## src/rtl/rrf_tag_alloc.sv

```systemverilog
// rtl/rrf_tag_alloc.sv - circular RRF tag allocator: two-wide dispatch grant, two-wide in-order commit
// Optional macro RRF_ROLLBACK_EN adds rollback_en/rollback_ptr for branch-mispredict recovery.
module rrf_tag_alloc #(
  parameter int RRF_NUM = 64,
  parameter int RRF_SEL = 6
) (
  input  logic               clk,
  input  logic               reset,
  input  logic               req1,
  input  logic               req2,
  input  logic               stall_in,
  input  logic               com1en,
  input  logic               com2en,
`ifdef RRF_ROLLBACK_EN
  input  logic               rollback_en,
  input  logic [RRF_SEL-1:0] rollback_ptr,
`endif
  output logic               dpen1,
  output logic               dpen2,
  output logic [RRF_SEL-1:0] dpaddr1,
  output logic [RRF_SEL-1:0] dpaddr2,
  output logic               alloc_stall,
  output logic [RRF_SEL-1:0] com1tag,
  output logic [RRF_SEL-1:0] com2tag,
  output logic [RRF_SEL:0]   freenum,
  output logic [RRF_SEL-1:0] rrfptr,
  output logic               err
);

  localparam logic [RRF_SEL:0] FREE_ALL = (RRF_SEL+1)'(RRF_NUM);

  logic [RRF_SEL-1:0] rrfptr_q, rrfptr_d;
  logic [RRF_SEL-1:0] comptr_q, comptr_d;
  logic [RRF_SEL:0]   freenum_q, freenum_d;
  logic               err_q, err_d;

  logic [RRF_SEL:0]   reqnum;
  logic [RRF_SEL:0]   allocnum;
  logic [RRF_SEL:0]   inflight;
  logic [RRF_SEL:0]   comnum_raw;
  logic [RRF_SEL:0]   comnum;
  logic               com_over;
  logic               com_bad;
  logic               go;

  // Grant is judged against the registered free count only; tags freed this
  // cycle become usable on the next one.
  assign reqnum = (RRF_SEL+1)'(req1) + (RRF_SEL+1)'(req2);
`ifdef RRF_ROLLBACK_EN
  assign alloc_stall = (reqnum > freenum_q) | rollback_en;
`else
  assign alloc_stall = (reqnum > freenum_q);
`endif
  assign go       = ~alloc_stall & ~stall_in;
  assign dpen1    = req1 & go;
  assign dpen2    = req2 & go;
  assign dpaddr1  = rrfptr_q;
  assign dpaddr2  = req1 ? rrfptr_q + 1'b1 : rrfptr_q;
  assign allocnum = (RRF_SEL+1)'(dpen1) + (RRF_SEL+1)'(dpen2);

  // A commit that would free more tags than are in flight is dropped whole;
  // com2en without com1en frees nothing. Both cases are flagged.
  assign inflight   = FREE_ALL - freenum_q;
  assign comnum_raw = (RRF_SEL+1)'(com1en) + (RRF_SEL+1)'(com1en & com2en);
  assign com_over   = comnum_raw > inflight;
  assign comnum     = com_over ? '0 : comnum_raw;
  assign com_bad    = (com2en & ~com1en) | com_over;

  assign com1tag = comptr_q;
  assign com2tag = comptr_q + 1'b1;
  assign freenum = freenum_q;
  assign rrfptr  = rrfptr_q;
  assign err     = err_q;

  // Next-state: both pointers and the free count move together on one edge.
  always_comb begin
    comptr_d  = comptr_q + comnum[RRF_SEL-1:0];
    rrfptr_d  = rrfptr_q + allocnum[RRF_SEL-1:0];
    freenum_d = freenum_q - allocnum + comnum;
    err_d     = err_q | com_bad;
`ifdef RRF_ROLLBACK_EN
    if (rollback_en) begin
      // Everything younger than rollback_ptr is squashed; the distance from
      // the post-commit oldest tag gives the surviving in-flight count.
      rrfptr_d  = rollback_ptr;
      freenum_d = FREE_ALL - {1'b0, rollback_ptr - comptr_d};
    end
`endif
  end

  // State registers with synchronous active-high reset.
  always_ff @(posedge clk) begin
    if (reset) begin
      rrfptr_q  <= '0;
      comptr_q  <= '0;
      freenum_q <= FREE_ALL;
      err_q     <= 1'b0;
    end else begin
      rrfptr_q  <= rrfptr_d;
      comptr_q  <= comptr_d;
      freenum_q <= freenum_d;
      err_q     <= err_d;
    end
  end

endmodule

```

## config.mk

```make
export PLATFORM = sky130hd
export DESIGN_NAME = rrf_tag_alloc
export DESIGN_NICKNAME = d
export VERILOG_FILES = /design/src/rtl/rrf_tag_alloc.sv
export SDC_FILE = /design/constraint.sdc
export NUM_CORES = 1
export LEC_CHECK = 0
export ABC_CLOCK_PERIOD_IN_PS = 4450
export BUFFER_PORTS_ARGS = -buffer_cell sky130_fd_sc_hd__buf_4
export CAP_MARGIN = 20
export CORE_MARGIN = 3
export CORE_UTILIZATION = 45
export DETAILED_ROUTE_END_ITERATION = 16
export GPL_TIMING_DRIVEN = 0
export PLACE_DENSITY = 0.71
export RECOVER_POWER = 50
export SETUP_SLACK_MARGIN = 0.02
export SKIP_CTS_REPAIR_TIMING = 1
export SLEW_MARGIN = 0
export SYNTH_ARGS = -nofsm -noshare
export SYNTH_HDL_FRONTEND = slang
export SYNTH_SLANG_ARGS = --single-unit
```

## constraint.sdc

```tcl
create_clock -name clk -period 4.45 [get_ports clk]
set_clock_uncertainty 0.2 [all_clocks]
set_input_delay 0.445 -clock clk [delete_from_list [all_inputs] [get_ports clk]]
set_output_delay 0.445 -clock clk [all_outputs]
set_load 0.05 [all_outputs]
```

* Word-level counts from Yosys, hierarchy flattened
Cells that the tools add are included.
** Word-level totals
- Register bits after elaboration :: 20
- ROM bits :: 0
- Logic and storage cells :: 28
- Memories :: 0
- Memory bits (writable) :: 0
- Bits in latches :: 0
** Operators by class
- Multiplexer cells :: 2
- Bitwise gates (word level) :: 10
- Add/sub/neg operators :: 10
- Shifts and indexed selects :: 0
- Reduce and logical (&&, ||, !) cells :: 0
- Magnitude comparators :: 2
- Eq/ne operators :: 0
- Div/mod/pow operators :: 0
- Multipliers :: 0
** Operators with widths (number)
- 2-bit by 7-bit greater-than comparator with 1-bit output :: 2
- 6-bit by 1-bit adder with 6-bit output, second input constant :: 2
- 6-bit by 2-bit adder with 6-bit output :: 2
- 7-bit by 2-bit adder with 7-bit output :: 1
- 7-bit by 2-bit subtractor with 7-bit output :: 1
- 7-bit subtractor, first input constant :: 1
- 1-bit by 1-bit adder with 2-bit output :: 3
- 6-bit two-way mux :: 1
- 1-bit bitwise AND :: 5
- 1-bit inverter :: 3
- 2-bit two-way mux :: 1
- 1-bit OR :: 2

* Longest topological paths before layout
- Word-level depth :: 8
- Depth in mapped cells :: 17

* Worst setup path before layout
OpenSTA, ideal clock, no wires.
- Kind :: reg-to-reg
- Start :: reg freenum_q[1], in the netlist freenum[1]
- End :: reg freenum_q[6], in the netlist freenum[6]
- Data arrival time :: 4.113 ns
- Setup slack :: 0.005 ns
- Data required time :: 4.117 ns
- Stages on the path, launching flop included :: 17
- Cells stage by stage :: dfxtp_1 > inv_1 > ha_1 > nand2_1 > nor3_1 > o31a_1 > and2_1 > ha_1 > ha_1 > inv_1 > ha_1 > inv_1 > fa_1 > nand2b_1 > a221o_1 > a2111oi_0 > nor3b_1
** On the way
- Word-level cells in the longest chain between the ends :: 7
- Elaborated cells on any way between the ends :: 11
- Those cells by class :: add/sub: 4; order compare: 2; mux: 1; bitwise: 4
** RTL lines
- from (decl) :: line 34 : logic [RRF_SEL:0] freenum_q, freenum_d;
- from (signal assigned) :: line 101 : freenum_q <= freenum_d;
- 2-bit by 7-bit greater-than comparator with 1-bit output :: line 52 : assign alloc_stall = (reqnum > freenum_q);
- 1-bit inverter :: line 54 : assign go = ~alloc_stall & ~stall_in;
- 1-bit bitwise AND :: line 54
- 1-bit bitwise AND :: line 56 : assign dpen2 = req2 & go;
- via dpen2 :: line 19 : output logic dpen2,
- 1-bit by 1-bit adder with 2-bit output :: line 59 : assign allocnum = (RRF_SEL+1)'(dpen1) + (RRF_SEL+1)'(dpen2);
- 7-bit by 2-bit subtractor with 7-bit output :: line 79 : freenum_d = freenum_q - allocnum + comnum;
- 7-bit by 2-bit adder with 7-bit output :: line 79
The timed path passes the listed nets, and every way through them passes these cells.
A chain may end at the register's enable or synchronous reset.

* Worst setup path after layout
- Start :: reg freenum_q[1], in the netlist freenum[1]
- End :: reg freenum_q[6], in the netlist freenum[6]
** On the way
- Word-level cells in the longest chain between the ends :: 7
- Elaborated cells on any way between the ends :: 11
- Those cells by class :: add/sub: 4; order compare: 2; mux: 1; bitwise: 4
** RTL lines (line)
- 2-bit by 7-bit greater-than comparator with 1-bit output :: 52
- 1-bit inverter :: 54
- 1-bit bitwise AND :: 54
- 1-bit bitwise AND, on equally long branches :: 55, 56
- 1-bit by 1-bit adder with 2-bit output :: 59
- 7-bit by 2-bit subtractor with 7-bit output :: 79
- 7-bit by 2-bit adder with 7-bit output (*) :: 79
Every way passes the cells marked *; elsewhere a longest branch is shown, timed or not.

==> reports/qor.csv <==
stage;metric;value;unit
outcome;status;complete, no violations;
logic_synthesis;ys_ff_latch;20;
logic_synthesis;synth_top_flop_cell;dfxtp_1;
power;leakagePower;0.900;nW
logic_synthesis;yosys-top-cells-area;dfxtp_1 (24%), ha_1 (18%), xor2_1 (6.3%), inv_1 (6.1%), fa_1 (4.8%);
logic_synthesis;ys_warn_count;0;
logic_synthesis;syn_area;1670;sq um
logic_synthesis;yosys.area.top_type_share;23.9;%
place;numPortBuffers;46;
power;power.switching;598;uW
place;post_dp_cell_area;2080;sq um
worst_hold_path;hold_path_class;input port to flip-flop;
sta;hold_viol_final;0;
global_routing;grt_max_degree;13;
clock_tree;clkTransAtPathRegs;0.08;ns
global_routing;overflow;0;
floorplan;die_x;67.0;um
setup_path;cp_max_fo;5;
power;clock_power_share;15.2;%
setup_path;cp_data_arrival_time;4.04;ns
place;placed_cells;293;
logic_synthesis;yosysTopAreaCell;dfxtp_1;
global_routing;grt_pass1_vias;1309;
power;swShare;49.8;%
setup_path;slowest_delay;0.48;ns
detailed_routing;via_count;1484;
power;power_frac_comb;62.4;%
detailed_routing;drc;0;
logic_synthesis;synthAdderAreaFrac;22.7;%
logic_synthesis;synthArstFlopShare;0;%
clock_tree;cts_buffer_depth;2;
sta;fin_ws;0.350;ns
layout;drive_gt1_share;13.9;%
setup_path;cp-end-kind;flip-flop;
detailed_routing;first_pass_iters;4;
floorplan;rows;21;
layout;antennaDiodeCount;0;
floorplan;fp.dieH;67.0;um
sta;report.final.slew_viol_count;0;
detailed_routing;wl_per_cell;12.4;um
power;seqPwrFrac;22.4;%
setup_path;crit_chain;inv_1, ha_1, inv_1, ha_1, nor2b_1, a2bb2oi_1, o2111ai_2, nand2_2, fa_1, fa_1, nand2b_1, a221o_1, a2111oi_2, nor3b_1;
detailed_routing;ant_nets;0;
logic_synthesis;post_synth_num_cell_types;39;
layout;final_common_cell;clkbuf_1;
setup_path;worstSetupPathType;flip-flop to flip-flop;
power;p_per_area;585;nW/um^2
floorplan;initial_core_util;48.3;%
power;ir_drop;0.312;mV
place;dpl_worst_slack;0.0471;ns
setup_path;worstPathRequired;4.39;ns
logic_synthesis;syn_nets;236;
place;gp_congestion;0.809;
logic_synthesis;synthMuxAreaShare;0;%
detailed_routing;dr.first_iter.drc_count;27;
logic_synthesis;avgSynthCellArea;8.33;sq um
global_routing;grtUsageTotal;17.6;%
logic_synthesis;yosys.area_share.simple;21.7;%
sta;hold-worst-slack;0.301;ns
clock_tree;cts_root_buf;clkbuf_8;
place;dp_hpwl;2890;um
sta;grt_setup_unrepaired;no;
logic_synthesis;synth-edff-count;0;
logic_synthesis;synth-compound-area-share;11.7;%
setup_path;start_kind;flip-flop;
global_routing;antenna_found_initial;0;
sta;setup_tns;0;ns
power;p_int;601;uW
layout;area_delta_synth_final;22.3;%
clock_tree;htree_levels;1;
setup_path;cpMaxStageDelayCell;fa_1;
sta;period_minus_slack;4.10;ns
detailed_routing;drt-vias-per-instance;5.00;
detailed_routing;drt-total-wl;3690;um
logic_synthesis;synthCells;201;
sta;final-setup-viol-count;0;
clock_tree;cts_inserted_buffers;3;
floorplan;coreArea;3470;sq um
floorplan;ios;48;
floorplan;die_area;4490;sq um
layout;final_cells;297;
clock_tree;clk_latency;0.25;ns
run;cap_violations;0;
layout;nNetsFinal;287;
layout;final_cell_area;2050;sq um
layout;layout_common_cells;clkbuf_1 (36), inv_1 (27), ha_1 (24);
sta;maxSlewHeadroom;59.1;%
setup_path;critPathTopFamily;adder cells;
logic_synthesis;synth_top_family_by_area;adder cells;
sta;post-route-period-util;92.1;%
sta;worst_slew_pin_slew;0.616;ns
setup_path;crit_buf_inv;2;
sta;fmax;244;MHz
logic_synthesis;synth_seq_area_share;23.9;%
logic_synthesis;synth_xor_area_share;9.94;%
global_routing;grt_pass1_wl;6040;um
clock_tree;cts.sinks;20;
clock_tree;cts_tree;done;
==> tightest hold or removal path, delay by kind of cell <==
kind	cells	cell delay, ns
compound gates	2	0.18
buf+inv	1	0.09
==> registers in the layout (all words and copies together), names as in the netlist <==
| register | flops |
|---|---|
| dpaddr1 | 6 |
| freenum | 7 |
| com1tag | 6 |
| err | 1 |
==> Yosys cell counts, types with 2 or more instances <==
cell      count
inv_1        27
ha_1         24
dfxtp_1      20
nor2_1       16
xor2_1       12
nand2_1      11
a21oi_1       9
xnor2_1       7
buf_4         6
clkbuf_1      6
nand2b_1      6
nand3_1       6
nor2b_1       6
o21ai_0       6
and2_1        4
fa_1          4
nand4_1       3
nor3b_1       3
or3_1         3
nor3_1        2
nor4b_1       2
==> path summary, 6_finish.rpt <==
path                         startpoint                    end  slack [ns]  cells past startpoint
hold reg to reg          err$_SDFF_PP0_         err$_SDFF_PP0_        0.34                      2
setup reg to reg  freenum[1]$_SDFF_PP0_  freenum[6]$_SDFF_PP1_        0.35                     14
hold / removal                   com2en         err$_SDFF_PP0_        0.30                      3
setup / recovery  freenum[1]$_SDFF_PP0_  freenum[6]$_SDFF_PP1_        0.35                     14
==> through the flow <==
stage | utilization, % | total power [mW]
floorplan | - | 0.865
global placement | 60.0 | 1.04
detailed placement | 60.0 | 1.05
CTS | 62.0 | 1.24
global route | 59.1 | 1.31
finish | 59.1 | 1.20
==> final cells by class <==
cell class | count | area [sq um]
Fill cell | 358 | 1420
Multi-Input combinational cell | 142 | 1120
Sequential cell | 20 | 402
Timing Repair Buffer | 46 | 233
Inverter | 27 | 101
Buffer | 12 | 67.6
Tap cell | 46 | 57.6
Clock buffer | 3 | 41.3
Clock inverter | 1 | 30.0
==> power groups by stage <==
stage	Combinational (mW)	Clock (mW)	Sequential, mW
2_1_floorplan	0.486	0	0.379
3_3_place_gp	0.763	0	0.273
3_5_place_dp	0.774	0	0.273
4_1_cts	0.782	0.186	0.269
5_1_grt	0.838	0.193	0.275
6_report	0.748	0.182	0.268
==> kinds of logic (layout without fill, tap and decap cells) <==
group / Yosys count / in the layout
AND/OR/NAND/NOR: 67 / 67
AO/OA/AOI/OAI: 28 / 28
flip-flops: 20 / 20
XOR/XNOR: 19 / 19
adder cells (fa/ha/maj): 28 / 28
buffers and inverters: 39 / 89
==> per-layer routing <==
metal  wire length [um]  global-route usage (%)  vias up
met5                  0                       0        -
met4                 84                    6.58        0
met3                170                    3.88        8
met2               1640                    26.4       29
met1               1800                    24.5      679
li1                   -                       -      768
(Power assumes the default switching activity.)
